File: src/rtl/shift_reg_sequencer.sv
// shift_reg_sequencer: command-driven load/shift/rotate controller for a 4-bit shift register
//   host side : cmd_valid/cmd_ready handshake, cmd_data/dir/rot/sin/count, busy, done, result
//   reg side  : ENB, DIR, S_IN, MODO, D out; Q, S_OUT in
//   define SHIFT_SEQ_ABORT_EN to add the abort input and aborted output
module shift_reg_sequencer #(
  parameter int WIDTH = 4,
  parameter int CNT_W = 3
) (
  input  logic             clk,
  input  logic             rst,
`ifdef SHIFT_SEQ_ABORT_EN
  input  logic             abort,
  output logic             aborted,
`endif
  input  logic             cmd_valid,
  output logic             cmd_ready,
  input  logic [WIDTH-1:0] cmd_data,
  input  logic             cmd_dir,
  input  logic             cmd_rot,
  input  logic             cmd_sin,
  input  logic [CNT_W-1:0] cmd_count,
  output logic             ENB,
  output logic             DIR,
  output logic             S_IN,
  output logic [1:0]       MODO,
  output logic [WIDTH-1:0] D,
  input  logic [WIDTH-1:0] Q,
  input  logic             S_OUT,
  output logic             busy,
  output logic             done,
  output logic [WIDTH-1:0] result
);
  localparam logic [1:0] IDLE = 2'd0;
  localparam logic [1:0] LOAD = 2'd1;
  localparam logic [1:0] RUN  = 2'd2;
  localparam logic [1:0] DONE = 2'd3;
  logic [1:0]       state;
  logic [CNT_W-1:0] cnt;
  logic             rot;
  logic             abort_req;
  logic             unused_s_out;
  logic             finish;
  assign unused_s_out = S_OUT;
`ifdef SHIFT_SEQ_ABORT_EN
  assign abort_req = abort;
`else
  assign abort_req = 1'b0;
`endif
  // RUN exits after the cycle where the counter reads zero; LOAD skips RUN for count 0
  assign finish = abort_req || (state == LOAD ? cnt == '0 : cnt == '0);
  always_ff @(posedge clk) begin
    if (rst) begin
      state     <= IDLE;
      cmd_ready <= 1'b1;
      busy      <= 1'b0;
      done      <= 1'b0;
      ENB       <= 1'b0;
      MODO      <= 2'b00;
      DIR       <= 1'b0;
      S_IN      <= 1'b0;
      D         <= '0;
      result    <= '0;
      cnt       <= '0;
      rot       <= 1'b0;
`ifdef SHIFT_SEQ_ABORT_EN
      aborted   <= 1'b0;
`endif
    end else begin
      done <= 1'b0;
`ifdef SHIFT_SEQ_ABORT_EN
      aborted <= 1'b0;
`endif
      case (state)
        IDLE: if (cmd_valid) begin
          state     <= LOAD;
          cmd_ready <= 1'b0;
          busy      <= 1'b1;
          ENB       <= 1'b1;
          MODO      <= 2'b10;
          D         <= cmd_data;
          DIR       <= cmd_dir;
          S_IN      <= cmd_sin;
          rot       <= cmd_rot;
          cnt       <= cmd_count;
        end
        LOAD, RUN: if (finish) begin
          state <= DONE;
          ENB   <= 1'b0;
          busy  <= 1'b0;
          done  <= 1'b1;
`ifdef SHIFT_SEQ_ABORT_EN
          aborted <= abort_req;
`endif
        end else begin
          state <= RUN;
          MODO  <= {1'b0, rot};
          cnt   <= cnt - 1'b1;
        end
        default: begin
          state     <= IDLE;
          cmd_ready <= 1'b1;
          result    <= Q;
        end
      endcase
    end
  end
endmodule
File: config.mk
export PLATFORM = sky130hd
export DESIGN_NAME = shift_reg_sequencer
export DESIGN_NICKNAME = d
export VERILOG_FILES = /design/src/rtl/shift_reg_sequencer.sv
export SDC_FILE = /design/constraint.sdc
export NUM_CORES = 1
export LEC_CHECK = 0
export CAP_MARGIN = 40
export CORE_MARGIN = 2
export CORE_UTILIZATION = 45
export CTS_BUF_LIST = sky130_fd_sc_hd__clkbuf_4
export CTS_CLUSTER_DIAMETER = 60
export DETAILED_ROUTE_END_ITERATION = 7
export HOLD_SLACK_MARGIN = 0.02
export PLACE_DENSITY = 0.81
export SYNTH_ARGS = -nofsm -noshare
export SYNTH_HDL_FRONTEND = slang
export SYNTH_SLANG_ARGS = --single-unit
File: constraint.sdc
create_clock -name clk -period 1.6 [get_ports clk]
set_input_delay 0.48 -clock clk [delete_from_list [all_inputs] [get_ports clk]]
set_output_delay 0.48 -clock clk [all_outputs]
set_load 0.01 [all_outputs]
==> metrics.csv <==
metric,value,unit
DIE AREA,2390,sq um
hpwl dp,1540,microns
most frequent cells in the layout,"dfxtp_1 (20), nand2_1 (20), clkdlybuf4s50_1 (16), dlygate4sd2_1 (16), nor2_1 (13)",
port bufs,32,
worst min-delay path category,register to register,
CTS tree,yes,
post-synthesis sequential area ratio,0.463,
Layout Skew,4.47,ps
clk_lat worst skew,300,ps
"Hold Vio Cnt, Final",0,
largest stage delay on the critical path,390,ps
layout cells sized above 1,0.119,
nets@finish,166,
worst hold endpoint,D[3]$_SDFFE_PP0P_,
Final Slew Violations,0,
drt total wl,1940,microns
max frequency,665,MHz
area of the mapped netlist,907,sq um
initial antenna violation count,0,
period utilisation layout,0.940,
first-pass GRT wire length,3560,microns
RR Endpoint,cnt[2]$_SDFFE_PP0P_,
core area,1920,sq um
vias in the first global route,837,
global route total overflow,0,
drt wl/cell,11.4,microns
Setup WS pre-CTS,-88.6,ps
P&R area growth vs syn,46.5,%
I/O pin count,34,
synthesized net count,127,
# diodes,0,
Critical Path Start Type,register,
Clock Tree Root,clkbuf_4,
largest net degree at the start of global routing,24,
Tot GR Track Use,0.186,
Slew @ Worst Pin,277,ps
hold path start,D[3]$_SDFFE_PP0P_,
kind of critical path,register to register,
Via density,4.83,
# rows,16,
Avg Inst Size Synth,8.64,sq um
CTS H-tree lvls,1,
worst hold stages,2,
unrepaired setup endpoints after global routing,no,
Final WS setup,96.6,ps
R2R setup slack,100,ps
Final Util,0.691,
register clock-pin slew on the reported worst setup and hold paths,120,ps
number of clock sinks,21,
CP Capture Type,register,
DRT Pass-1 Iters,4,
worst-case clock buffer depth,2,
synth warn,0,
CTS Buf Count,3,
vias,821,
min cycle time layout,1500,ps
final setup vio count,0,
die span in x,48.9,microns
Vert. Die Dim,48.9,microns
post-synth cell types,26,
"Critical Path, Cell by Cell",inv_1 > ha_2 > mux2_4 > nand2_4 > o32ai_1,
DRC viols,0,
initial drt markers,9,
GP Congestion,0.790,
Syn Inst Count,105,
Required @ worst endpoint,1800,ps
Leakage,0.593,nW
filler cell count,168,
#FFs+latches synth,21,
R2R Path Start,state[1]$_SDFFE_PP0P_,
Power Dens Cells,1590,nW/um^2
CP Max Fanout,6,
hold_ws,460,ps
Max rail drop VDD,1.08,mV
"Power, Total",2.11,mW
Relative slew margins,0.815,
max_cap viols,0,
Starting Density,0.472,
slowest cell on the critical path,dfxtp_1,
Final ANT Viol Nets,0,
worst path arrival time,1700,ps
FF-to-FF path depth,5,
status,completed,
==> synthesized netlist by cell type <==
library cell	instances	share of area
o21ai_0	3	0.017
and2_1	1	0.0069
nand4_1	1	0.0069
nand3b_1	1	0.0083
buf_2	2	0.011
dfxtp_1	21	0.46
a211o_1	1	0.0097
nor2b_1	2	0.014
nand2_4	1	0.012
a2bb2oi_1	1	0.0097
nor3b_1	1	0.0083
nand2_1	20	0.083
mux2i_1	6	0.066
a211oi_2	1	0.014
a21oi_1	10	0.055
clkbuf_1	2	0.0083
ha_1	4	0.055
xnor2_1	1	0.0097
buf_4	1	0.0083
mux2_4	1	0.017
buf_1	1	0.0041
nor2_1	13	0.054
inv_1	5	0.021
o32ai_1	1	0.0097
o31ai_1	1	0.0083
nand2b_1	3	0.021
==> report_power, final <==
part	switching, mW	internal (mW)
clock network	0.159	0.0933
registers	0.0791	0.662
logic	0.551	0.564
total	0.789	1.32
==> worst max path at each step <==
stage | endpoint | start | slack, ps
after floorplan | cmd_ready$_SDFFE_PP1P_ | state[0]$_SDFFE_PP0P_ | 230
after global placement | cnt[1]$_SDFFE_PP0P_ | cmd_valid | -70
after detailed placement | cnt[2]$_SDFFE_PP0P_ | cmd_valid | -90
after CTS | cnt[2]$_SDFFE_PP0P_ | state[0]$_SDFFE_PP0P_ | 60
after global routing | cnt[2]$_SDFFE_PP0P_ | state[1]$_SDFFE_PP0P_ | 10
final | cnt[2]$_SDFFE_PP0P_ | state[1]$_SDFFE_PP0P_ | 100
==> layer usage <==
metal | part of all wire | wire [microns] | GRT usage | vias up
met5 | 0 | 0 | 0 | -
met4 | 0.025 | 48 | 0.0714 | 0
met3 | 0.040 | 77 | 0.0337 | 7
met2 | 0.50 | 969 | 0.331 | 22
met1 | 0.44 | 846 | 0.222 | 370
li1 | - | - | - | 422
==> cells by family (layout without fill, tap and decap cells) <==
logic type               count (synthesis)  count (layout)  synth area share
adder cells (fa/ha/maj)                  4               4            0.0552
multiplexers                             7               7            0.0828
flip-flops                              21              21             0.463
buffers and inverters                   11              49            0.0524
XOR/XNOR                                 1               1           0.00966
AND/OR/NAND/NOR                         43              43             0.214
AO/OA/AOI/OAI                           18              18             0.123
==> through the flow <==
step / setup TNS [ps] / cell area [sq um] / instances
6_report: 0 / 1330 / 170
5_1_grt: 0 / 1330 / 170
3_3_place_gp: -90.4 / 1310 / 165
2_1_floorplan: 0 / 907 / 105
3_5_place_dp: -364 / 1310 / 165
4_1_cts: 0 / 1320 / 169
==> cell type report <==
class                   count  area [sq um]  share of cell area
repair buffers             40           385               0.290
multi-input cells          73           442               0.332
well taps                  27          33.8              0.0254
clock inverters             1          5.00             0.00377
clock buffers               3          22.5              0.0169
flip-flops and latches     21           422               0.317
inverters                   5          18.8              0.0141
==> registers in the layout (all words and copies together) (netlist names) <==
name and flops:
busy 1, cnt 3, cmd_ready 1, done 1, MODO 2, D 4, rot 1, state 2
S_IN 1, DIR 1, result 4
==> critical path: cells and delay by family (launching register included) <==
kind	cells	cell delay, ps
multiplexers	1	190
buffers and inverters	1	60
AND/OR/NAND/NOR	1	70
AO/OA/AOI/OAI	1	310
adder cells (fa/ha/maj)	1	380
flip-flops	1	390
==> timing repair <==
action / in CTS / in global routing
endpoints found under the setup margin: 16 / 2
hold endpoints to repair: 0 / 0
resized for setup: 17 / 1
setup buffers: 0 / 1
pin swaps: 0 / 2
hold buffers: 0 / 0
Power figures use the tool's default switching activity.
